`config.mk`:
```
export PLATFORM = sky130hd
export DESIGN_NAME = ray_column_renderer
export DESIGN_NICKNAME = d
export VERILOG_FILES = /design/src/rtl/ray_column_renderer.sv
export SDC_FILE = /design/constraint.sdc
export NUM_CORES = 1
export LEC_CHECK = 0
export ABC_CLOCK_PERIOD_IN_PS = 13840
export CAP_MARGIN = 25
export CORE_ASPECT_RATIO = 0.75
export CORE_MARGIN = 5
export CORE_UTILIZATION = 45
export DETAILED_ROUTE_END_ITERATION = 16
export PLACE_DENSITY = 0.72
export SLEW_MARGIN = 20
export SYNTH_ARGS = -nofsm -noshare
export SYNTH_HDL_FRONTEND = slang
export SYNTH_SLANG_ARGS = --single-unit
```
`constraint.sdc`:
```
create_clock -name pixel_clk_in -period 13.84 [get_ports pixel_clk_in]
set_clock_uncertainty 0.2 [all_clocks]
set_input_delay 2.768 -clock pixel_clk_in [delete_from_list [all_inputs] [get_ports pixel_clk_in]]
set_output_delay 2.768 -clock pixel_clk_in [all_outputs]
set_load 0.03 [all_outputs]
```
`src/rtl/ray_column_renderer.sv`:
```
// Column flattener: takes one DDA column descriptor and streams SCREEN_HEIGHT
// pixel/address pairs to the frame buffer under valid/ready flow control.
module ray_column_renderer #(
  parameter int          PIXEL_WIDTH   = 16,
  parameter int          ADDR_WIDTH    = 16,
  parameter int          SCREEN_WIDTH  = 320,
  parameter int          SCREEN_HEIGHT = 180,
  parameter logic [15:0] CEILING_COLOR = 16'hFFFF,
  parameter logic [15:0] FLOOR_COLOR   = 16'h8410,
  parameter bit          SHADE_EN      = 1'b1
) (
  input  logic                   pixel_clk_in,
  input  logic                   rst_in,
  input  logic                   dda_fifo_tvalid_in,
  input  logic [37:0]            dda_fifo_tdata_in,
  input  logic                   dda_fifo_tlast_in,
  output logic                   transformer_tready_out,
  output logic [ADDR_WIDTH-1:0]  ray_address_out,
  output logic [PIXEL_WIDTH-1:0] ray_pixel_out,
  output logic                   ray_last_pixel_out,
  output logic                   ray_valid_out,
  input  logic                   ray_ready_in,
  output logic                   col_error_out
);

  localparam logic [7:0] HEIGHT8 = 8'(SCREEN_HEIGHT);
  localparam logic [8:0] HEIGHT9 = 9'(SCREEN_HEIGHT);
  localparam logic [8:0] MID9    = 9'(SCREEN_HEIGHT / 2);
  localparam logic [9:0] WIDTH10 = 10'(SCREEN_WIDTH);

  typedef enum logic {IDLE, RENDER} state_t;

  state_t      state;
  logic [7:0]  vcount;
  logic [8:0]  hcount_q;
  logic [7:0]  line_height_q;
  logic        y_side_q;
  logic [3:0]  map_q;
  logic [15:0] wallx_unused_q;
  logic        tlast_q;
  logic        out_row_last_q;

  logic [8:0]  half, draw_start, draw_end, end_sum, row9;
  logic [15:0] wall_raw, wall_col, pix_next;
  logic [ADDR_WIDTH-1:0] addr_next;
  logic        row_last;

  assign transformer_tready_out = (state == IDLE);

  // Empty map cells collapse the wall band to the horizon so only ceiling/floor draw.
  always_comb begin
    half       = (map_q == 4'd0) ? 9'd0 : {2'b00, line_height_q[7:1]};
    draw_start = (half >= MID9) ? 9'd0 : MID9 - half;
    end_sum    = MID9 + half;
    draw_end   = (end_sum > HEIGHT9) ? HEIGHT9 : end_sum;
  end

  always_comb begin
    case (map_q)
      4'd1:    wall_raw = 16'hF800;
      4'd2:    wall_raw = 16'h07E0;
      4'd3:    wall_raw = 16'h001F;
      default: wall_raw = 16'hFFFF;
    endcase
    // Halve each RGB565 channel on its own so no bit leaks between fields.
    if (SHADE_EN && y_side_q)
      wall_col = {1'b0, wall_raw[15:12], 1'b0, wall_raw[10:6], 1'b0, wall_raw[4:1]};
    else
      wall_col = wall_raw;
    row9 = {1'b0, vcount};
    if (row9 < draw_start)      pix_next = CEILING_COLOR;
    else if (row9 >= draw_end)  pix_next = FLOOR_COLOR;
    else                        pix_next = wall_col;
  end

  assign addr_next = ADDR_WIDTH'(32'(hcount_q) + 32'(vcount) * 32'(SCREEN_WIDTH));
  assign row_last  = (vcount == HEIGHT8 - 8'd1);

  always_ff @(posedge pixel_clk_in) begin
    if (rst_in) begin
      state              <= IDLE;
      vcount             <= 8'd0;
      hcount_q           <= 9'd0;
      line_height_q      <= 8'd0;
      y_side_q           <= 1'b0;
      map_q              <= 4'd0;
      wallx_unused_q     <= 16'd0;
      tlast_q            <= 1'b0;
      out_row_last_q     <= 1'b0;
      ray_valid_out      <= 1'b0;
      ray_last_pixel_out <= 1'b0;
      ray_address_out    <= '0;
      ray_pixel_out      <= '0;
      col_error_out      <= 1'b0;
    end else begin
      case (state)
        IDLE: begin
          if (dda_fifo_tvalid_in) begin
            hcount_q       <= dda_fifo_tdata_in[37:29];
            line_height_q  <= dda_fifo_tdata_in[28:21];
            y_side_q       <= dda_fifo_tdata_in[20];
            map_q          <= dda_fifo_tdata_in[19:16];
            wallx_unused_q <= dda_fifo_tdata_in[15:0];
            tlast_q        <= dda_fifo_tlast_in;
            if ({1'b0, dda_fifo_tdata_in[37:29]} >= WIDTH10) begin
              col_error_out <= 1'b1;
            end else begin
              vcount <= 8'd0;
              state  <= RENDER;
            end
          end
        end
        RENDER: begin
          if (ray_valid_out && ray_ready_in && out_row_last_q) begin
            ray_valid_out      <= 1'b0;
            ray_last_pixel_out <= 1'b0;
            out_row_last_q     <= 1'b0;
            state              <= IDLE;
          end else if ((!ray_valid_out || ray_ready_in) && (vcount < HEIGHT8)) begin
            ray_pixel_out      <= pix_next;
            ray_address_out    <= addr_next;
            ray_last_pixel_out <= tlast_q && row_last;
            out_row_last_q     <= row_last;
            ray_valid_out      <= 1'b1;
            vcount             <= vcount + 8'd1;
          end
        end
        default: state <= IDLE;
      endcase
    end
  end

endmodule

```
==> results of run 1 <==
==> cell families after synthesis <==
group                      share of synthesized area (%)
AOI/OAI and AO/OA                                  24.18
xor gates and xnor gates                           4.498
adders and majority gates                          12.92
buffers and inverters                              7.102
DFF                                                30.84
muxes                                             0.2706
and+or+nand+nor                                    20.19
==> cells in the final DEF, fill, tap and decap left out, types with 3 or more instances in the layout <==
master	n
a211oi_1	11
a21o_1	4
a21oi_1	48
a221o_1	3
a311oi_1	4
clkbuf_8	9
clkdlybuf4s50_1	60
dfxtp_1	57
ha_1	35
inv_1	21
nand2_1	82
nand2b_1	3
nand3_1	9
nand4_1	5
nor2_1	35
nor2b_1	8
nor3_1	9
o211ai_1	6
o21ai_0	15
o21ai_1	3
xnor2_1	11
xor2_1	8
==> cell usage after synthesis (all sizes together), types with 9 or more instances <==
cell,n
a211oi,12
inv,21
dfxtp,57
ha,35
buf,14
o21ai,18
xnor2,11
a21oi,48
nor3,9
nand3,9
nor2,35
nand2,83
clkbuf,19
==> where the power goes <==
group          leakage, uW  internal, uW  switching, uW
clock             0.000110           103           75.1
combinational      0.00118          36.7           50.5
sequential        0.000466           173           9.62
total              0.00176           313            135
==> cell type report <==
class / count / area (um2)
Tap cell: 105 / 131.4
Multi-Input combinational cell: 352 / 2296
Timing Repair Buffer: 63 / 620.6
Sequential cell: 57 / 1141
Fill cell: 735 / 3458
Clock inverter: 7 / 102.6
Inverter: 21 / 78.83
Clock buffer: 9 / 123.9
==> critical path, stage by stage (launching register included) <==
cell and delay (ns):
dfxtp_1 0.39, or4_4 0.63, nand2_1 0.18, inv_1 0.06, ha_1 0.27, or3b_2 0.46, mux2i_1 0.26, o21ai_1 0.15
o211ai_1 0.35, a21oi_1 0.13, ha_1 0.30, nand2b_1 0.10, a211oi_1 0.07, o311ai_0 0.85, a21oi_1 0.27, a311oi_1 0.27
==> metal layers <==
metal  vias up  share of wire [%]
met4         0               0.90
met3        10                5.7
met5         -                  0
li1       1719                  -
met2        89                 47
met1      1625                 47
==> path summary, 6_finish.rpt <==
path / startpoint / endpoint / slack [ns] / cells past startpoint
worst max register to register: map_q[0]$_SDFFE_PP0P_ / ray_pixel_out[4]$_SDFFE_PP0P_ / 8.79 / 15
worst min-delay path: hcount_q[5]$_SDFFE_PP0P_ / ray_address_out[5]$_SDFFE_PP0P_ / 0.25 / 2
worst max-delay path: map_q[0]$_SDFFE_PP0P_ / ray_pixel_out[4]$_SDFFE_PP0P_ / 8.79 / 15
worst min register to register: hcount_q[5]$_SDFFE_PP0P_ / ray_address_out[5]$_SDFFE_PP0P_ / 0.25 / 2
==> sequential cells by signal, summed over array words and instances, names as in the netlist <==
register            flops
hcount_q                9
ray_last_pixel_out      1
ray_valid_out           1
map_q                   4
vcount                  8
state                   1
line_height_q           7
ray_pixel_out           6
tlast_q                 1
ray_address_out        16
y_side_q                1
col_error_out           1
out_row_last_q          1
==> stage by stage <==
stage | hold slack, ns | total power, uW | setup WS [ns]
floorplan | 0.2322 | 245.2 | 9.502
finish | 0.2475 | 447.7 | 8.789
detailed placement | 0.2454 | 272.6 | 8.878
global route | 0.2798 | 471.2 | 8.422
CTS | 0.2495 | 451.5 | 8.822
global placement | 0.2367 | 270.7 | 8.905
==> run_results.csv, run 1 <==
group,metric,value,unit
finish,syn_to_final_growth,21.47,%
detailed_routing,wirelength,9088,um
floorplan,die_x,114.7,um
finish,drive_above_1_share,7.466,%
worst_setup_path,critPathCaptureType,"flop",
floorplan,die_h,88.53,um
yosys,netlist_top_cells_area,"dfxtp_1, ha_1, nand2_1, a21oi_1, nor2_1",
cts,postCtsHoldBufs,0,
detailed_routing,first_pass_iters,4,
grt,grt_pass1_wl,15720,um
cts,tritoncts,"done",
sta,fmax,198.0,MHz
grt,grt_pass1_vias,3439,
cts,clockBufferDepth,2,
cts,cts_made_buffers,9,
worst_setup_path,crit_arrival,5.09,ns
placed_design,place_hpwl,6491,um
worst_setup_path,cp.required,13.88,ns
detailed_routing,ant_nets,0,
grt,antenna_found_initial,0,
placed_design,placed_cell_area,4268,um2
cts,numClockSinks,57,
sta,slew_headroom,32.82,%
grt,grtUsageMet1,23.21,%
yosys,yosysWarnings,0,
finish,final_core_util,56.51,%
sta,hold_viol,0,
status,status,"complete, no violations",
cts,clk_latency,0.34,ns
floorplan,num_io_pins,79,
yosys,async_flop_share,0,%
detailed_routing,avgViaCountPerCell,5.607,
placed_design,portBuffers,61,
detailed_routing,dr_total_vias,3443,
yosys,synth_top_area_cell,"dfxtp_1",
worst_setup_path,critPathMaxFanout,9,
detailed_routing,wl_per_cell,14.80,um
floorplan,core_area,7953,um2
yosys,syn_avg_cell_area,7.991,um2
detailed_routing,drc,0,
finish,design_area,4494,um2
cts,clk_pin_slew_worst_paths,0.08,ns
sta,fin_tns_setup,0,ns
finish,diodes,0,
hold_path,worstHoldPathType,"reg2reg",
yosys,synth_seq_cells,57,
yosys,syn_nets,543,
cts,cts.repair.resized,0,
power,p_per_area,99.62,nW/um2
finish,layoutNonFillerInstCount,614,
floorplan,row_count,28,
floorplan,start_util,46.52,%
finish,final_net_count,584,
worst_setup_path,critical_path_class,"reg2reg",
power,p_leak,0.001759,uW
cts,root_buffer,"clkbuf_8",
sta,slew_viol_final,0,
grt,gr-total-overflow,0,
grt,grt_most_used_layer,"met2",
placed_design,place_inst,598,
sta,finalCritPeriodShare,36.49,%
sta,setup_viol,0,
yosys,synth_edf_count,0,
yosys,ys_seq_area_share,30.84,%
grt,grt_max_degree,53,
yosys,ys_types,61,
worst_setup_path,cp-start-kind,"flop",
flow_run,maxCapViolations,0,
grt,grt.met2_usage,33.12,%
grt,met3_usage,5.947,%
yosys,synth_top_area_share,30.84,%
yosys,synthesis.area,3700,um2
sta,tightest_slew,0.9951,ns
yosys,synth_ff_type,"dfxtp_1",
floorplan,dieArea,10150,um2
cts,postCtsSetupRepairBufs,0,
cts,htree_num_levels,3,
placed_design,gp_congestion,0.8425,
power,irDropWorstVdd,0.00005728,V
yosys,synth_cells,463,
detailed_routing,drt_iter0_markers,175,
grt,grtUsageTotal,19.12,%
sta,post-route-min-period,5.051,ns
sta,rsz0062_at_grt,"false",
Power figures use the tool's default switching activity.
==> run 2, diff against run 1 <==
--- a/config.mk
+++ b/config.mk
@@ -5,7 +5,7 @@
 export SDC_FILE = /design/constraint.sdc
 export NUM_CORES = 1
 export LEC_CHECK = 0
-export ABC_CLOCK_PERIOD_IN_PS = 13840
+export ABC_CLOCK_PERIOD_IN_PS = 5100
 export CAP_MARGIN = 25
 export CORE_ASPECT_RATIO = 0.75
 export CORE_MARGIN = 5
==> constraint.sdc (replaced) <==
create_clock -name pixel_clk_in -period 5.1 [get_ports pixel_clk_in]
set_clock_uncertainty 0.2 [all_clocks]
set_input_delay 1.02 -clock pixel_clk_in [delete_from_list [all_inputs] [get_ports pixel_clk_in]]
set_output_delay 1.02 -clock pixel_clk_in [all_outputs]
set_load 0.03 [all_outputs]
==> run 2 against run 1 <==
Against the previous run:
- combinational power rose to 2.7 times the previous value
- total power rose to 2.7 times the previous value
- maximum frequency rose by 7.5%
- highest routed layer unchanged
- sequential power rose to 2.7 times the previous value
- critical path type unchanged
- worst setup slack got worse by 8.4 ns
==> run_results.csv, run 2 (synthesized netlist as in run 1, its figures left out) <==
group,metric,value,unit
placed_design,gp_congestion,0.8423,
finish,final_net_count,587,
worst_setup_path,crit_arrival,4.76,ns
cts,cts_made_buffers,9,
hold_path,worstHoldPathType,"reg2reg",
finish,top_register,"ray_address_out",
floorplan,row_count,28,
floorplan,num_io_pins,79,
sta,slew_headroom,37.02,%
worst_setup_path,slowest_stage,"or4_4",
finish,reg_top3,"ray_address_out: 16 flops, hcount_q: 9 flops, vcount: 8 flops",
cts,postCtsHoldBufs,0,
cts,numClockSinks,57,
grt,gr-total-overflow,0,
power,p_per_area,269.0,nW/um2
floorplan,core_area,7953,um2
sta,finalCritPeriodShare,92.12,%
sta,hold_viol,0,
worst_setup_path,cp-start-kind,"flop",
flow_run,maxCapViolations,0,
cts,clockBufferDepth,2,
grt,grt_pass1_vias,3324,
worst_setup_path,critPathMaxFanout,9,
sta,fmax,212.9,MHz
detailed_routing,drc,0,
cts,tritoncts,"done",
worst_setup_path,cp_slowest_stage_delay,0.63,ns
finish,mostFrequentLayoutCell,"nand2_1",
detailed_routing,ant_nets,0,
cts,postCtsSetupRepairBufs,0,
sta,rsz0062_at_grt,"false",
finish,final_cell_mix,"nand2_1, clkdlybuf4s50_1, dfxtp_1",
worst_setup_path,rrSetupSlack,0.40,ns
sta,layout_setup_ws,0.4021,ns
floorplan,start_util,46.52,%
finish,diodes,0,
detailed_routing,first_pass_iters,4,
placed_design,place_hpwl,6567,um
cts,clk_latency,0.35,ns
sta,post-route-min-period,4.698,ns
grt,antenna_found_initial,0,
detailed_routing,avgViaCountPerCell,5.499,
detailed_routing,dr_total_vias,3393,
finish,largest_reg_flops,16,
cts,clk_pin_slew_worst_paths,0.07,ns
placed_design,place_ws,0.4414,ns
detailed_routing,wl_per_cell,14.63,um
floorplan,dieArea,10150,um2
finish,drive_above_1_share,8.008,%
sta,slew_viol_final,0,
grt,grtUsageTotal,18.74,%
finish,syn_to_final_growth,22.05,%
floorplan,die_x,114.7,um
placed_design,portBuffers,61,
cts,root_buffer,"clkbuf_8",
grt,grt_pass1_wl,15340,um
finish,fillCellCount,745,
detailed_routing,drt_iter0_markers,242,
worst_setup_path,crit_path_cell_trace,"or4_4 -> nand2_1 -> inv_1 -> ha_1 -> or3b_2 -> mux2i_1 -> o21ai_1 -> o211ai_1 -> a21oi_1 -> ha_1 -> nand2b_1 -> a211oi_1 -> o311ai_0 -> buf_4 -> a221o_1 -> a211oi_1",
power,p_leak,0.001769,uW
power,irDropWorstVdd,0.0001743,V
sta,tightest_slew,0.9446,ns
sta,fin_tns_setup,0,ns
status,status,"complete, no violations",
detailed_routing,wirelength,9026,um
worst_setup_path,cp.required,5.16,ns
cts,cts.repair.resized,0,
worst_setup_path,critPathCaptureType,"flop",
sta,setup_viol,0,
grt,grt_max_degree,53,
floorplan,die_h,88.53,um
worst_setup_path,critical_path_class,"reg2reg",
cts,htree_num_levels,3,
[run 2: metal layers]
layer / part of all wire [%] / GRT usage, % / wire [um] / vias to the layer above
met1: 46 / 23.22 / 4161 / 1585
met4: 1.4 / 6.183 / 127 / 0
met5: 0 / 0 / 0 / -
met2: 47 / 31.11 / 4268 / 72
li1: - / - / - / 1720
met3: 5.2 / 6.152 / 468 / 16
[run 2: layout make-up]
| cell class | instances | area [um2] | share of cell area, % |
|---|---|---|---|
| clock buffers | 9 | 123.9 | 2.743 |
| clock inverters | 7 | 101.3 | 2.244 |
| inverters | 21 | 78.83 | 1.746 |
| multi-input cells | 352 | 2296 | 50.85 |
| flip-flops and latches | 57 | 1141 | 25.27 |
| well taps | 105 | 131.4 | 2.909 |
| repair buffers | 66 | 643.1 | 14.24 |
[run 2: worst paths after layout]
path                                          startpoint                         endpoint  cells past startpoint
worst max-delay path               map_q[0]$_SDFFE_PP0P_    ray_pixel_out[3]$_SDFFE_PP0P_                     16
worst min-delay path            hcount_q[0]$_SDFFE_PP0P_  ray_address_out[0]$_SDFFE_PP0P_                      2
worst max register to register     map_q[0]$_SDFFE_PP0P_    ray_pixel_out[3]$_SDFFE_PP0P_                     16
worst min register to register  hcount_q[0]$_SDFFE_PP0P_  ray_address_out[0]$_SDFFE_PP0P_                      2
[run 2: per-stage QoR]
stage	total power [uW]	hold WS, ns	utilization [%]	area (um2)	instances
2_1_floorplan	665.3	0.2322	-	3700	463
3_3_place_gp	735.6	0.2366	53.95	4290	601
3_5_place_dp	741.2	0.2470	53.95	4290	601
4_1_cts	1228	0.2578	56.78	4516	617
5_1_grt	1277	0.2757	56.78	4516	617
6_report	1215	0.2562	56.78	4516	617
[run 2: critical path: cells and delay by family (launching register included)]
family | cells | cell delay (ns)
AO/OA/AOI/OAI | 7 | 1.57
adder cells (fa/ha/maj) | 2 | 0.54
buffers and inverters | 2 | 0.24
flip-flops | 1 | 0.39
multiplexers | 1 | 0.26
AND/OR/NAND/NOR | 4 | 1.40
[run 2: power by group]
part | total, uW | switching, uW | internal, uW | leakage [uW]
Clock | 484 | 205 | 279 | 0.000106
Combinational | 236 | 136 | 100 | 0.00120
Sequential | 494 | 25.6 | 469 | 0.000466
Total | 1210 | 367 | 848 | 0.00177
==> run 3, diff against run 2 <==
--- a/config.mk
+++ b/config.mk
@@ -12,6 +12,7 @@
 export CORE_UTILIZATION = 45
 export DETAILED_ROUTE_END_ITERATION = 16
 export PLACE_DENSITY = 0.72
+export SETUP_SLACK_MARGIN = 0.2
 export SLEW_MARGIN = 20
 export SYNTH_ARGS = -nofsm -noshare
 export SYNTH_HDL_FRONTEND = slang
==> run 3 against run 2 <==
Against the previous run:
- die area did not move
- register-to-register slack improved by 0.095 ns
- largest cell class unchanged
- global-route usage unchanged
- critical path type unchanged
- via count grew 0.59%
- total power grew 0.31%
- critical path depth stayed put
- critical endpoint unchanged
- utilization increased by 0.25 points
- first-iteration DRC count rose by 8.7%
- non-clock buffer count increased by 2
- sequential share of layout area fell by 0.11 points
==> run_results.csv, run 3 (synthesized netlist as in run 1, its figures left out) <==
group,metric,value,unit
placed_design,portBuffers,61,
worst_setup_path,r2r_cells,16,
finish,largest_reg_flops,16,
detailed_routing,drt_iter0_markers,263,
sta,rsz0062_at_grt,"false",
worst_setup_path,critPathMaxFanout,8,
floorplan,start_util,46.52,%
grt,grt_pass1_wl,15340,um
grt,gr-total-overflow,0,
detailed_routing,drc,0,
cts,clockBufferDepth,2,
detailed_routing,ant_nets,0,
hold_path,worstHoldPathType,"reg2reg",
grt,grt_most_used_layer,"met2",
sta,fmax,217.3,MHz
sta,post-route-min-period,4.602,ns
sta,setup_viol,0,
worst_setup_path,cp-start-kind,"flop",
sta,slew_viol_final,0,
detailed_routing,avgViaCountPerCell,5.514,
flow_run,maxCapViolations,0,
sta,hold_viol,0,
finish,syn_to_final_growth,22.59,%
cts,htree_num_levels,3,
cts,postCtsHoldBufs,0,
detailed_routing,first_pass_iters,4,
worst_setup_path,rrSetupSlack,0.50,ns
finish,fillCellCount,745,
grt,met3_usage,6.152,%
placed_design,place_hpwl,6567,um
finish,final_core_util,57.03,%
sta,slew_headroom,36.61,%
power,irDropWorstVdd,0.0001744,V
grt,grtUsageMet1,23.22,%
floorplan,row_count,28,
finish,final_net_count,589,
finish,drive_above_1_share,8.560,%
detailed_routing,wirelength,9115,um
floorplan,die_x,114.7,um
finish,final_cell_mix,"nand2_1, clkdlybuf4s50_1, dfxtp_1",
detailed_routing,wl_per_cell,14.73,um
finish,top_register,"ray_address_out",
floorplan,die_h,88.53,um
worst_setup_path,critical_path_class,"reg2reg",
worst_setup_path,cp.required,5.16,ns
floorplan,dieArea,10150,um2
sta,fin_tns_setup,0,ns
grt,grt.met2_usage,31.11,%
floorplan,num_io_pins,79,
sta,finalCritPeriodShare,90.24,%
grt,grtUsageTotal,18.74,%
finish,mostFrequentLayoutCell,"nand2_1",
grt,grt_max_degree,53,
cts,clk_latency,0.35,ns
cts,clk_pin_slew_worst_paths,0.08,ns
power,p_per_area,268.7,nW/um2
sta,timing.hold.ws,0.2558,ns
cts,cts_made_buffers,9,
sta,tightest_slew,0.9509,ns
cts,root_buffer,"clkbuf_8",
power,p_leak,0.001773,uW
worst_setup_path,crit_arrival,4.66,ns
worst_setup_path,critPathCaptureType,"flop",
cts,numClockSinks,57,
cts,tritoncts,"done",
floorplan,core_area,7953,um2
status,status,"complete, no violations",
grt,grt_pass1_vias,3324,
placed_design,gp_congestion,0.8423,
hold_path,hold_depth,2,
grt,antenna_found_initial,0,
finish,diodes,0,
detailed_routing,dr_total_vias,3413,
finish,reg_top3,"ray_address_out: 16 flops, hcount_q: 9 flops, vcount: 8 flops",
==> run 3: cell types whose count changed in the layout (fill, tap and decap cells not counted), sizes merged <==
cell  previous run  this run
buf              6         8
==> run 3: power by group <==
part           total, uW  switching (uW)  leakage, uW  internal [uW]
sequential           494            25.7     0.000466            469
combinational        240             137      0.00120            103
clock                484             205     0.000106            279
==> run 3: final timing paths <==
kind,startpoint,to
max,map_q[1]$_SDFFE_PP0P_,ray_pixel_out[3]$_SDFFE_PP0P_
min,hcount_q[2]$_SDFFE_PP0P_,hcount_q[2]$_SDFFE_PP0P_
max reg2reg,map_q[1]$_SDFFE_PP0P_,ray_pixel_out[3]$_SDFFE_PP0P_
min reg2reg,hcount_q[2]$_SDFFE_PP0P_,hcount_q[2]$_SDFFE_PP0P_
==> run 3: area by class of cell <==
cell class,instances,area [um2],share of cell area (%)
Sequential cell,57,1141,25.16
Inverter,21,78.83,1.738
Clock inverter,7,101.3,2.234
Clock buffer,9,123.9,2.731
Tap cell,105,131.4,2.897
Timing Repair Buffer,68,658.1,14.51
Multi-Input combinational cell,352,2301,50.73
==> run 3: timing repair <==
item / CTS / global route
gates resized for setup: 0 / 2
endpoints found under the setup margin: 0 / 3
setup buffers: 0 / 2
==> run 3: critical path: stages, from the launching register on <==
cell	delay, ns
dfxtp_1	0.39
or4_4	0.59
nand2_1	0.17
inv_1	0.06
ha_1	0.26
or3b_2	0.47
mux2i_2	0.23
a21oi_1	0.14
o211ai_1	0.31
a21oi_1	0.13
ha_1	0.28
nand2b_1	0.14
a211oi_1	0.24
o311ai_0	0.16
buf_4	0.18
a221o_1	0.34
a211oi_1	0.21
==> run 3: per-stage QoR <==
stage | std cells | power (uW) | setup WS [ns] | area (um2)
finish | 619 | 1219 | 0.4976 | 4536
global route | 619 | 1280 | 0.2305 | 4536
floorplan | 463 | 665.3 | 0.7617 | 3700
global placement | 601 | 735.6 | 0.5117 | 4290
detailed placement | 601 | 741.2 | 0.4414 | 4290
CTS | 617 | 1228 | 0.4126 | 4516
==> run 3: layer usage <==
layer,wire length (um),part of all wire [%]
met5,0,0
met4,128,1.4
met3,513,5.6
met2,4344,48
met1,4129,45
